--- config.mk ---
export PLATFORM = sky130hd
export DESIGN_NAME = fetch_queue_flat
export DESIGN_NICKNAME = d
export VERILOG_FILES = /design/src/rtl/fetch_queue_if.sv /design/src/rtl/fetch_queue.sv /design/src/flat_wrapper.sv
export SDC_FILE = /design/constraint.sdc
export NUM_CORES = 1
export LEC_CHECK = 0
export BUFFER_PORTS_ARGS = -buffer_cell sky130_fd_sc_hd__buf_2
export CAP_MARGIN = 20
export CORE_MARGIN = 2
export CORE_UTILIZATION = 26
export CTS_CLUSTER_SIZE = 12
export DETAILED_ROUTE_END_ITERATION = 8
export SLEW_MARGIN = 10
export SYNTH_ARGS = -nofsm -noshare
export SYNTH_HDL_FRONTEND = slang
export SYNTH_SLANG_ARGS = --single-unit
--- constraint.sdc ---
create_clock -name clk -period 8.2 [get_ports clk]
set_input_delay 1.64 -clock clk [delete_from_list [all_inputs] [get_ports clk]]
set_output_delay 1.64 -clock clk [all_outputs]
set_load 0.005 [all_outputs]
--- src/rtl/fetch_queue_if.sv ---
// Fetch-queue handshake bundle: redirect input, imem request/response channel, decode-side output.
// master = fetch_queue side, slave = memory/execute/decode environment side.
interface fetch_queue_if;
  logic        branch_sel;
  logic [31:0] branch_inp;
  logic        imem_req_valid;
  logic        imem_req_ready;
  logic [31:0] imem_req_addr;
  logic        imem_rsp_valid;
  logic [31:0] imem_rsp_data;
  logic        inst_valid;
  logic        inst_ready;
  logic [31:0] inst;
  logic [31:0] pc_present;
  logic [31:0] pc_next;
  logic [31:0] bubble_cnt;

  modport master (
    input  branch_sel, branch_inp, imem_req_ready, imem_rsp_valid, imem_rsp_data, inst_ready,
    output imem_req_valid, imem_req_addr, inst_valid, inst, pc_present, pc_next, bubble_cnt
  );

  modport slave (
    output branch_sel, branch_inp, imem_req_ready, imem_rsp_valid, imem_rsp_data, inst_ready,
    input  imem_req_valid, imem_req_addr, inst_valid, inst, pc_present, pc_next, bubble_cnt
  );
endinterface

--- src/rtl/fetch_queue.sv ---
// Instruction fetch front-end: in-order imem requests, DEPTH-entry {pc,inst} FIFO, branch flush.
// Define FETCH_QUEUE_PERF_EN to build the bubble_cnt stall counter; otherwise bubble_cnt is 0.
module fetch_queue #(
  parameter int unsigned DEPTH    = 4,
  parameter logic [31:0] RESET_PC = 32'h0000_0000
) (
  input logic         clk,
  input logic         reset,
  fetch_queue_if.master bus
);
  localparam int unsigned AW = $clog2(DEPTH);
  localparam int unsigned CW = AW + 1;
  localparam logic [CW:0] LIMIT = (CW+1)'(DEPTH);

  logic [31:0]   fetch_pc;
  logic [31:0]   data_q [DEPTH];
  logic [31:0]   pc_q   [DEPTH];
  logic [AW-1:0] rd_ptr, wr_ptr;
  logic [CW-1:0] count, outstanding, drop_cnt;

  logic [CW:0]   budget;
  logic          req_valid, req_fire, rsp_take, push, pop, not_empty, inst_valid;
  logic [31:0]   rsp_pc;
  logic          unused_bits;

  assign unused_bits = ^bus.branch_inp[1:0];

  always_comb begin
    budget     = {1'b0, count} + {1'b0, outstanding};
    req_valid  = !reset && !bus.branch_sel && (budget < LIMIT);
    req_fire   = req_valid && bus.imem_req_ready;
    rsp_take   = bus.imem_rsp_valid && (outstanding != '0);
    push       = rsp_take && (drop_cnt == '0) && !bus.branch_sel;
    not_empty  = (count != '0);
    inst_valid = not_empty && !bus.branch_sel;
    pop        = inst_valid && bus.inst_ready;
    // Once drops are drained, every outstanding request is a consecutive fetch
    // ending at fetch_pc-4, so the oldest one's PC falls out of the counter.
    rsp_pc     = fetch_pc - 32'({outstanding, 2'b00});
  end

  assign bus.imem_req_valid = req_valid;
  assign bus.imem_req_addr  = fetch_pc;
  assign bus.inst_valid     = inst_valid;
  assign bus.inst           = not_empty ? data_q[rd_ptr] : '0;
  assign bus.pc_present     = not_empty ? pc_q[rd_ptr]   : '0;
  assign bus.pc_next        = bus.pc_present + 32'd4;

  always_ff @(posedge clk) begin
    if (reset) begin
      fetch_pc    <= RESET_PC;
      rd_ptr      <= '0;
      wr_ptr      <= '0;
      count       <= '0;
      outstanding <= '0;
      drop_cnt    <= '0;
    end else begin
      outstanding <= outstanding + CW'(req_fire) - CW'(rsp_take);
      if (bus.branch_sel) begin
        // Everything still in flight after this edge belongs to the old path.
        fetch_pc <= {bus.branch_inp[31:2], 2'b00};
        rd_ptr   <= '0;
        wr_ptr   <= '0;
        count    <= '0;
        drop_cnt <= outstanding - CW'(rsp_take);
      end else begin
        if (req_fire)
          fetch_pc <= fetch_pc + 32'd4;
        if (rsp_take && (drop_cnt != '0))
          drop_cnt <= drop_cnt - CW'(1);
        if (push)
          wr_ptr <= wr_ptr + AW'(1);
        if (pop)
          rd_ptr <= rd_ptr + AW'(1);
        count <= count + CW'(push) - CW'(pop);
      end
    end
  end

  always_ff @(posedge clk) begin
    if (push) begin
      data_q[wr_ptr] <= bus.imem_rsp_data;
      pc_q[wr_ptr]   <= rsp_pc;
    end
  end

  always_ff @(posedge clk) begin
    if (!reset)
      assert (!(bus.imem_rsp_valid && (outstanding == '0)));
  end

`ifdef FETCH_QUEUE_PERF_EN
  logic [31:0] bubble_q;

  always_ff @(posedge clk) begin
    if (reset)
      bubble_q <= '0;
    else if (bus.inst_ready && !inst_valid && (bubble_q != '1))
      bubble_q <= bubble_q + 32'd1;
  end

  assign bus.bubble_cnt = bubble_q;
`else
  assign bus.bubble_cnt = '0;
`endif
endmodule

--- src/flat_wrapper.sv ---
// flat-port wrapper written by rule: the top's interface ports become plain ports
module fetch_queue_flat 
#(
  parameter int unsigned DEPTH    = 4,
  parameter logic [31:0] RESET_PC = 32'h0000_0000
)
  (clk, reset, bus_branch_sel, bus_branch_inp, bus_imem_req_ready, bus_imem_rsp_valid, bus_imem_rsp_data, bus_inst_ready, bus_imem_req_valid, bus_imem_req_addr, bus_inst_valid, bus_inst, bus_pc_present, bus_pc_next, bus_bubble_cnt);
  fetch_queue_if bus_i ();
  input logic clk;
  input logic reset;
  input wire logic [$bits(bus_i.branch_sel)-1:0] bus_branch_sel;
  input wire logic [$bits(bus_i.branch_inp)-1:0] bus_branch_inp;
  input wire logic [$bits(bus_i.imem_req_ready)-1:0] bus_imem_req_ready;
  input wire logic [$bits(bus_i.imem_rsp_valid)-1:0] bus_imem_rsp_valid;
  input wire logic [$bits(bus_i.imem_rsp_data)-1:0] bus_imem_rsp_data;
  input wire logic [$bits(bus_i.inst_ready)-1:0] bus_inst_ready;
  output wire logic [$bits(bus_i.imem_req_valid)-1:0] bus_imem_req_valid;
  output wire logic [$bits(bus_i.imem_req_addr)-1:0] bus_imem_req_addr;
  output wire logic [$bits(bus_i.inst_valid)-1:0] bus_inst_valid;
  output wire logic [$bits(bus_i.inst)-1:0] bus_inst;
  output wire logic [$bits(bus_i.pc_present)-1:0] bus_pc_present;
  output wire logic [$bits(bus_i.pc_next)-1:0] bus_pc_next;
  output wire logic [$bits(bus_i.bubble_cnt)-1:0] bus_bubble_cnt;
  assign bus_i.branch_sel = bus_branch_sel;
  assign bus_i.branch_inp = bus_branch_inp;
  assign bus_i.imem_req_ready = bus_imem_req_ready;
  assign bus_i.imem_rsp_valid = bus_imem_rsp_valid;
  assign bus_i.imem_rsp_data = bus_imem_rsp_data;
  assign bus_i.inst_ready = bus_inst_ready;
  assign bus_imem_req_valid = bus_i.imem_req_valid;
  assign bus_imem_req_addr = bus_i.imem_req_addr;
  assign bus_inst_valid = bus_i.inst_valid;
  assign bus_inst = bus_i.inst;
  assign bus_pc_present = bus_i.pc_present;
  assign bus_pc_next = bus_i.pc_next;
  assign bus_bubble_cnt = bus_i.bubble_cnt;
  fetch_queue #(.DEPTH(DEPTH), .RESET_PC(RESET_PC)) u_core (.clk(clk), .reset(reset), .bus(bus_i));
endmodule
==> results.py, run 1 <==
metrics = {
    "run_status": {
        "status": "completed",
    },
    "floorplanning": {
        "ios": 232,
        "rows": 84,
        "fp.coreArea_um2": 52600,
        "die-area_um2": 55000,
        "die_h_um": 235,
        "die_w_um": 235,
        "start_util_pct": 26.3,
    },
    "critical_path": {
        "worstPathArrival_ns": 4.16,
        "reg2reg_to": "u_core.pc_q[0][18]",
        "crit_path_start_kind": "flop",
        "path_max_fanout": 48,
        "worstSetupPathType": "reg2out",
        "r2r_cells": 9,
        "r2r_start": "u_core.bus.imem_req_addr[2]",
        "end_kind": "output pin",
        "crit_required_ns": 6.56,
        "reg2reg_slack_ns": 5.20,
    },
    "synth": {
        "async_flop_share_pct": 0,
        "synth_ff_type": "edfxtp_1",
        "ys_ff_latch": 293,
        "yosys_warnings": 0,
        "synth_area_um2": 13800,
        "synth-edff-count": 248,
        "syn_area_per_cell_um2": 13.9,
        "synth.distinct_cells": 62,
        "syn_inst": 992,
        "yosysSeqAreaShare_pct": 60.4,
    },
    "timing": {
        "final_hold_viol_count": 0,
        "period_share_pct": 70.8,
        "rsz0062_at_grt": "false",
        "fin_setup_tns_ns": 0,
        "fin_hold_ws_ns": 0.531,
        "finalSetupViolCount": 0,
        "finClkSkew_ns": 0.0286,
        "fin_crit_ns": 5.80,
        "fin_ws_ns": 2.40,
        "worst-slew-pin-transition_ns": 1.04,
        "slew_violations": 0,
        "max_freq_ghz": 0.172,
        "slew_headroom_pct": 31.0,
    },
    "placed_design": {
        "pre_cts_slack_ns": 2.73,
        "portBuffers": 191,
        "dp_hpwl_um": 23600,
        "dp_cells": 1825,
        "gp_congestion": 0.792,
    },
    "route": {
        "num_vias": 8599,
        "final_antenna_net_count": 0,
        "detail_route.wl_per_cell_um": 18.5,
        "drtPass1Iterations": 4,
        "drtIter0Drc": 436,
        "wl_um": 35100,
        "drt-vias-per-instance": 4.55,
        "drc": 0,
    },
    "worst_hold_path": {
        "min_path_type": "reg2reg",
        "holdPathStages": 2,
        "hp-start": "u_core.rd_ptr[1]",
        "min_to": "u_core.rd_ptr[1]",
    },
    "layout": {
        "antenna_cells": 0,
        "fin_nets": 1268,
        "nFillCells": 5278,
        "stdcell_count": 1891,
        "syn_to_final_growth_pct": 19.5,
        "multi_input_area_um2": 4990,
        "seqCellArea_um2": 8360,
        "drive_gt1_share_pct": 27.7,
    },
    "cts": {
        "cts_made_buffers": 37,
        "clock_latency_ns": 0.55,
        "postCtsSetupBuffers": 0,
        "clkSlewWorstSetupHoldPaths_ns": 0.05,
        "cts_tree": "yes",
        "root_buffer": "clkbuf_16",
        "post_cts_resize_count": 0,
        "clk_path_buf_depth": 3,
        "htreeDepth": 2,
        "hold_buffers": 0,
        "cts_sinks": 293,
    },
    "power": {
        "power_mw": 3.88,
        "irDropWorstVdd_mv": 0.106,
        "power.density_nw_per_um2": 235,
        "p_leak_nw": 6.08,
    },
    "global_route": {
        "grt_antenna_before_repair": 0,
        "grt_pass1_wl_um": 52500,
        "grtUsageTotal_pct": 12.4,
        "grt_max_degree": 63,
        "grt_overflow": 0,
        "first_global_vias": 8500,
    },
    "run": {
        "cap_violations": 0,
    },
}
[metrics by stage]
step / util, % / instance area, um^2
final: 31.4 / 16500
after global routing: 31.4 / 16500
after CTS: 31.4 / 16500
after detailed placement: 29.2 / 15300
after global placement: 29.2 / 15300
after floorplan: - / 14000
[area by class of cell]
| cell class | count | share of cell area (%) |
|---|---|---|
| Clock buffer | 50 | 6.22 |
| Timing Repair Buffer | 198 | 6.10 |
| Clock inverter | 16 | 1.02 |
| Tap cell | 688 | 5.21 |
| Inverter | 31 | 0.704 |
| Multi-Input combinational cell | 615 | 30.2 |
| Sequential cell | 293 | 50.6 |
[cell usage in the layout (no fill, tap or decap), types with 28 or more instances in the layout]
cell and n:
edfxtp_1 248, buf_2 191, nand2_1 77, nor2_1 62
and2_1 61, mux4_2 59, xnor2_1 46, dfxtp_1 43
clkbuf_16 39, conb_1 38, inv_1 30, a21oi_1 28
[sequential cells by signal, summed over array words and instances, names as in the netlist, named ones only]
| register | cells |
|---|---|
| u_core.bus.imem_req_addr | 30 |
| u_core.drop_cnt | 3 |
| u_core.outstanding | 3 |
| u_core.count | 3 |
| u_core.data_q | 128 |
| u_core.pc_q | 120 |
| u_core.wr_ptr | 2 |
| u_core.rd_ptr | 2 |
[worst max-delay path, stage by stage, from the launching register on]
cell	delay, ns
dfxtp_4	0.68
buf_4	0.79
mux4_2	0.64
nor4_4	0.49
nand4_2	0.33
nor2_1	0.21
xor2_1	0.24
buf_2	0.23
[power by group]
| part | internal (mW) | switching [mW] |
|---|---|---|
| Clock | 0.976 | 0.624 |
| Sequential | 1.73 | 0.0449 |
| Combinational | 0.195 | 0.308 |
[cells by family (layout without fill, tap and decap cells)]
logic type	after synthesis	in the layout	share of synthesized area, %
muxes	81	81	12.2
xor gates and xnor gates	72	72	4.56
AOI/OAI and AO/OA	72	72	3.28
and+or+nand+nor	330	330	12.8
DFF	293	293	60.4
buffers and inverters	121	295	4.65
adders and majority gates	22	22	2.15
other	1	38	0.0271
[per-layer routing]
layer | vias to the layer above | global-route usage [%] | part of all wire (%)
met5 | - | 0 | 0
met4 | 0 | 3.51 | 2.3
met3 | 56 | 3.13 | 6.4
met2 | 311 | 19.2 | 45
met1 | 4253 | 17.2 | 46
li1 | 3979 | - | -
[Yosys cell counts, types with 3 or more instances]
cell        n  area [um^2]
a21oi_1    28          140
nor3_1     23          115
nand2_1    77          289
nand2b_1    6         37.5
nand3_1    16         80.1
xor2_1     26          228
or2_2       3         18.8
or3_1       6         37.5
nor3b_1     3         22.5
clkbuf_1   28          105
nand4_1    16          100
xnor2_1    46          403
nor4_1      7         43.8
mux4_2     59         1330
nor2b_1     9         56.3
fa_1        3         60.1
buf_2      16         80.1
a32oi_1     3         26.3
inv_1      30          113
a211oi_1    4         30.0
mux2i_1    13          130
buf_4      41          308
nand4b_1    3         26.3
mux4_1      8          210
dfxtp_1    45          901
nor3_2      4         40.0
and3_1     14         87.6
buf_1       3         11.3
edfxtp_1  248         7450
and2_1     65          407
ha_1       19          238
a31oi_1     9         56.3
o21ai_0    14         70.1
nor2_1     62          233
[worst max-delay path by stage]
stage | to | startpoint | cells after the start
final | bus_pc_next[22] | flop | 7
after CTS | bus_pc_next[22] | flop | 7
after global placement | bus_pc_next[22] | flop | 7
after detailed placement | bus_pc_next[22] | flop | 7
after global routing | bus_pc_next[22] | flop | 7
after floorplan | bus_pc_next[26] | u_core.count[1] | 13
Note: power is estimated with default switching activity, not from simulation.
==> inputs of run 2 (changes only) <==
- clock period: 8.2 -> 5.9 ns (I/O delays scaled with it)
==> results.py, run 2 (synthesis gave the netlist of run 1 again) <==
metrics = {
    "critical_path": {
        "crit_required_ns": 4.72,
        "path_max_fanout": 42,
        "worstSetupPathType": "reg2out",
        "crit_path_start_kind": "flop",
        "end_kind": "output pin",
        "worstPathArrival_ns": 3.98,
    },
    "global_route": {
        "grt_max_degree": 63,
        "grtUsageTotal_pct": 12.5,
        "first_global_vias": 8522,
        "grt_pass1_wl_um": 52800,
        "grt_overflow": 0,
        "grt_antenna_before_repair": 0,
    },
    "placed_design": {
        "dp_hpwl_um": 23700,
        "portBuffers": 191,
        "placed_area_um2": 15300,
        "dp_cells": 1825,
        "pre_cts_slack_ns": 1.12,
        "gp_congestion": 0.794,
    },
    "timing": {
        "period_share_pct": 87.4,
        "final_hold_viol_count": 0,
        "max_freq_ghz": 0.194,
        "slew_violations": 0,
        "finalSetupViolCount": 0,
        "slew_headroom_pct": 29.9,
        "fin_setup_tns_ns": 0,
        "finClkSkew_ns": 0.0178,
        "fin_ws_ns": 0.742,
        "worst-slew-pin-transition_ns": 1.05,
        "fin_crit_ns": 5.16,
        "rsz0062_at_grt": "false",
    },
    "cts": {
        "clkSlewWorstSetupHoldPaths_ns": 0.06,
        "cts_tree": "yes",
        "clk_path_buf_depth": 3,
        "clock_latency_ns": 0.53,
        "cts_made_buffers": 35,
        "hold_buffers": 0,
        "post_cts_resize_count": 0,
        "root_buffer": "clkbuf_16",
        "cts_sinks": 293,
        "htreeDepth": 2,
        "postCtsSetupBuffers": 0,
    },
    "power": {
        "irDropWorstVdd_mv": 0.154,
        "p_leak_nw": 6.02,
        "power.density_nw_per_um2": 317,
    },
    "route": {
        "drt-vias-per-instance": 4.54,
        "drtPass1Iterations": 5,
        "detail_route.wl_per_cell_um": 18.7,
        "drc": 0,
        "wl_um": 35200,
        "drtIter0Drc": 534,
        "final_antenna_net_count": 0,
        "num_vias": 8544,
    },
    "layout": {
        "regMostFlops": "u_core.data_q",
        "drive_gt1_share_pct": 27.4,
        "stdcell_count": 1883,
        "final_area_um2": 16400,
        "layout_common_cells": "edfxtp_1, buf_2, nand2_1",
        "final_common_cell": "edfxtp_1",
        "fin_nets": 1266,
        "syn_to_final_growth_pct": 18.6,
        "antenna_cells": 0,
        "largest_reg_flops": 128,
    },
    "floorplanning": {
        "die_w_um": 235,
        "rows": 84,
        "die-area_um2": 55000,
        "ios": 232,
        "fp.coreArea_um2": 52600,
        "die_h_um": 235,
        "start_util_pct": 26.3,
    },
    "run": {
        "cap_violations": 0,
    },
    "run_status": {
        "status": "completed",
    },
    "worst_hold_path": {
        "min_path_type": "reg2reg",
    },
}
run 2: cell types whose count changed in the layout (fill, tap and decap cells not counted):
cell and change:
clkinvlp_4 +1, bufinv_16 -2, inv_6 -2, clkinv_4 +1
clkinv_2 -1, clkbuf_16 -2, clkbuf_1 -3
run 2: worst paths after layout:
check                               from                 end  slack [ns]  cells after the start
min                     u_core.rd_ptr[1]    u_core.rd_ptr[1]        0.55                      2
min reg2reg             u_core.rd_ptr[1]    u_core.rd_ptr[1]        0.55                      2
max reg2reg  u_core.bus.imem_req_addr[2]  u_core.pc_q[0][18]        2.95                      9
max                                 flop     bus_pc_next[30]        0.74                     11
run 2: critical path, cell delays in order, from the launching register on:
cell,delay (ns)
dfxtp_4,0.87
mux4_1,0.42
nand2_1,0.08
inv_1,0.09
ha_1,0.22
nand2_1,0.07
o22a_1,0.29
nor4_4,0.49
nand2_1,0.15
nor4_2,0.46
xor2_1,0.17
buf_2,0.12
run 2: layer usage:
metal,vias to the layer above,wire length (um),global-route usage (%)
met3,51,2310,2.53
met1,4234,16400,17.8
met2,287,15600,19.1
met5,-,0,0
li1,3972,-,-
met4,0,916,4.33
run 2: final cells by class:
type	instances	area (um^2)
clock buffers	45	966
clock inverters	13	103
fillers	5258	36200
inverters	31	116
multi-input cells	615	4990
flip-flops and latches	293	8360
well taps	688	861
repair buffers	198	1010
run 2: metrics by stage:
stage / hold slack (ns) / util [%] / power (mW)
6_report: 0.547 / 31.2 / 5.19
5_1_grt: 0.589 / 31.2 / 5.43
4_1_cts: 0.545 / 31.2 / 5.28
3_5_place_dp: 0.528 / 29.2 / 3.23
3_3_place_gp: 0.513 / 29.2 / 3.21
2_1_floorplan: 0.485 / - / 2.96
run 2: where the power goes:
group	leakage [nW]	switching [mW]	internal, mW	total [mW]
Sequential	2.62	0.0624	2.41	2.47
Clock	0.511	0.823	1.20	2.02
Combinational	2.88	0.425	0.273	0.698
==> inputs of run 3 (changes only) <==
- CORE_UTILIZATION: 26 -> 40
==> results.py, run 3 (synthesis gave the netlist of run 1 again) <==
metrics = {
    "cts": {
        "cts_sinks": 293,
        "htreeDepth": 1,
        "root_buffer": "clkbuf_16",
        "cts_tree": "yes",
        "clk_path_buf_depth": 3,
        "clkSlewWorstSetupHoldPaths_ns": 0.06,
        "hold_buffers": 0,
        "post_cts_resize_count": 0,
        "postCtsSetupBuffers": 0,
        "cts_made_buffers": 31,
        "clock_latency_ns": 0.56,
    },
    "global_route": {
        "grt_pass1_wl_um": 48300,
        "grtUsageTotal_pct": 17.2,
        "grt_overflow": 0,
        "grt_max_degree": 63,
        "grt_antenna_before_repair": 0,
        "first_global_vias": 8393,
    },
    "route": {
        "detail_route.wl_per_cell_um": 18.9,
        "drtIter0Drc": 491,
        "final_antenna_net_count": 0,
        "drtPass1Iterations": 5,
        "wl_um": 31200,
        "drt-vias-per-instance": 5.16,
        "drc": 0,
        "num_vias": 8498,
    },
    "timing": {
        "period_share_pct": 85.5,
        "fin_setup_tns_ns": 0,
        "worst-slew-pin-transition_ns": 0.955,
        "slew_violations": 0,
        "finClkSkew_ns": 0.0179,
        "fin_crit_ns": 5.04,
        "finalSetupViolCount": 0,
        "final_hold_viol_count": 0,
        "rsz0062_at_grt": "false",
        "slew_headroom_pct": 36.3,
        "max_freq_ghz": 0.198,
        "fin_ws_ns": 0.857,
        "fin_hold_ws_ns": 0.545,
    },
    "power": {
        "pwr-share-comb_pct": 14.0,
        "pwr-share-seq_pct": 50.9,
        "irDropWorstVdd_mv": 0.224,
        "switching_share_pct": 25.3,
        "p_leak_nw": 5.96,
        "p_int_mw": 3.63,
        "pwr-share-clk_pct": 35.1,
        "power.density_nw_per_um2": 304,
        "p_sw_mw": 1.23,
    },
    "floorplanning": {
        "die_h_um": 190,
        "ios": 232,
        "die-area_um2": 36100,
        "fp.coreArea_um2": 34300,
        "die_w_um": 190,
        "start_util_pct": 40.3,
        "rows": 68,
    },
    "layout": {
        "drive_gt1_share_pct": 27.2,
        "final_common_cell": "edfxtp_1",
        "final_area_um2": 16000,
        "regMostFlops": "u_core.data_q",
        "fin_util_pct": 46.5,
        "syn_to_final_growth_pct": 15.4,
        "largest_reg_flops": 128,
        "fin_nets": 1268,
        "antenna_cells": 0,
        "layout_common_cells": "edfxtp_1, buf_2, nand2_1",
    },
    "run": {
        "cap_violations": 0,
    },
    "critical_path": {
        "path_cells": "mux4_1, and2_1, ha_1, nand2_1, o22a_1, nor4_4, nand4_2, nor3_2, xor2_1, buf_2",
        "path_buf_inv": 1,
        "path_delay_family": "simple AND/OR/NAND/NOR gates",
        "worstPathArrival_ns": 3.86,
        "crit_path_start_kind": "flop",
        "critical-path-max-stage-delay_ns": 0.73,
        "crit_required_ns": 4.72,
        "worstSetupPathType": "reg2out",
        "cpMaxStageDelayCell": "dfxtp_4",
        "path_max_fanout": 32,
        "end_kind": "output pin",
    },
    "placed_design": {
        "pre_cts_slack_ns": 1.30,
        "dp_hpwl_um": 21100,
        "portBuffers": 191,
        "gp_congestion": 0.824,
        "placed_area_um2": 15100,
    },
    "worst_hold_path": {
        "min_path_type": "reg2reg",
    },
    "run_status": {
        "status": "completed",
    },
}
[run 3: metal layers]
layer / track usage (%) / vias up / wire length [um]
met4: 3.43 / 0 / 467
met5: 0 / - / 0
li1: - / 3973 / -
met2: 27.9 / 273 / 14700
met1: 24.4 / 4216 / 13900
met3: 2.97 / 36 / 2090
[run 3: cell type report]
cell class / count / area, um^2
Tap cell: 455 / 569
Fill cell: 3077 / 18300
Multi-Input combinational cell: 615 / 4980
Clock buffer: 36 / 795
Sequential cell: 293 / 8360
Inverter: 31 / 116
Timing Repair Buffer: 204 / 1070
Clock inverter: 14 / 70.1
[run 3: worst reg2reg max path: cells and delay by family (launching register included)]
family,cells,cell delay [ns]
xor+xnor,1,0.36
compound gates,1,0.48
flops,1,0.41
fa+ha+maj,2,0.57
buf+inv,2,0.17
simple gates,3,0.78
[run 3: metrics by stage]
step                total power [mW]  cells
floorplan                       2.96   1029
global placement                3.19   1598
detailed placement              3.20   1598
CTS                             4.90   1648
global route                    5.08   1648
finish                          4.86   1648
[run 3: power by group through the flow]
| stage | registers [mW] | logic, mW | clock network, mW |
|---|---|---|---|
| CTS | 2.47 | 0.692 | 1.74 |
| global route | 2.48 | 0.769 | 1.83 |
| floorplan | 2.49 | 0.473 | 0 |
| detailed placement | 2.51 | 0.687 | 0 |
| global placement | 2.51 | 0.677 | 0 |
| finish | 2.47 | 0.681 | 1.70 |
[run 3: final timing paths]
check,depth (start not counted),startpoint,to,slack (ns)
worst max-delay path,10,flop,bus_pc_next[26],0.86
worst min-delay path,2,u_core.rd_ptr[0],u_core.rd_ptr[0],0.55
worst max register to register,9,u_core.bus.imem_req_addr[2],u_core.pc_q[3][18],2.91
worst min register to register,2,u_core.rd_ptr[0],u_core.rd_ptr[0],0.55
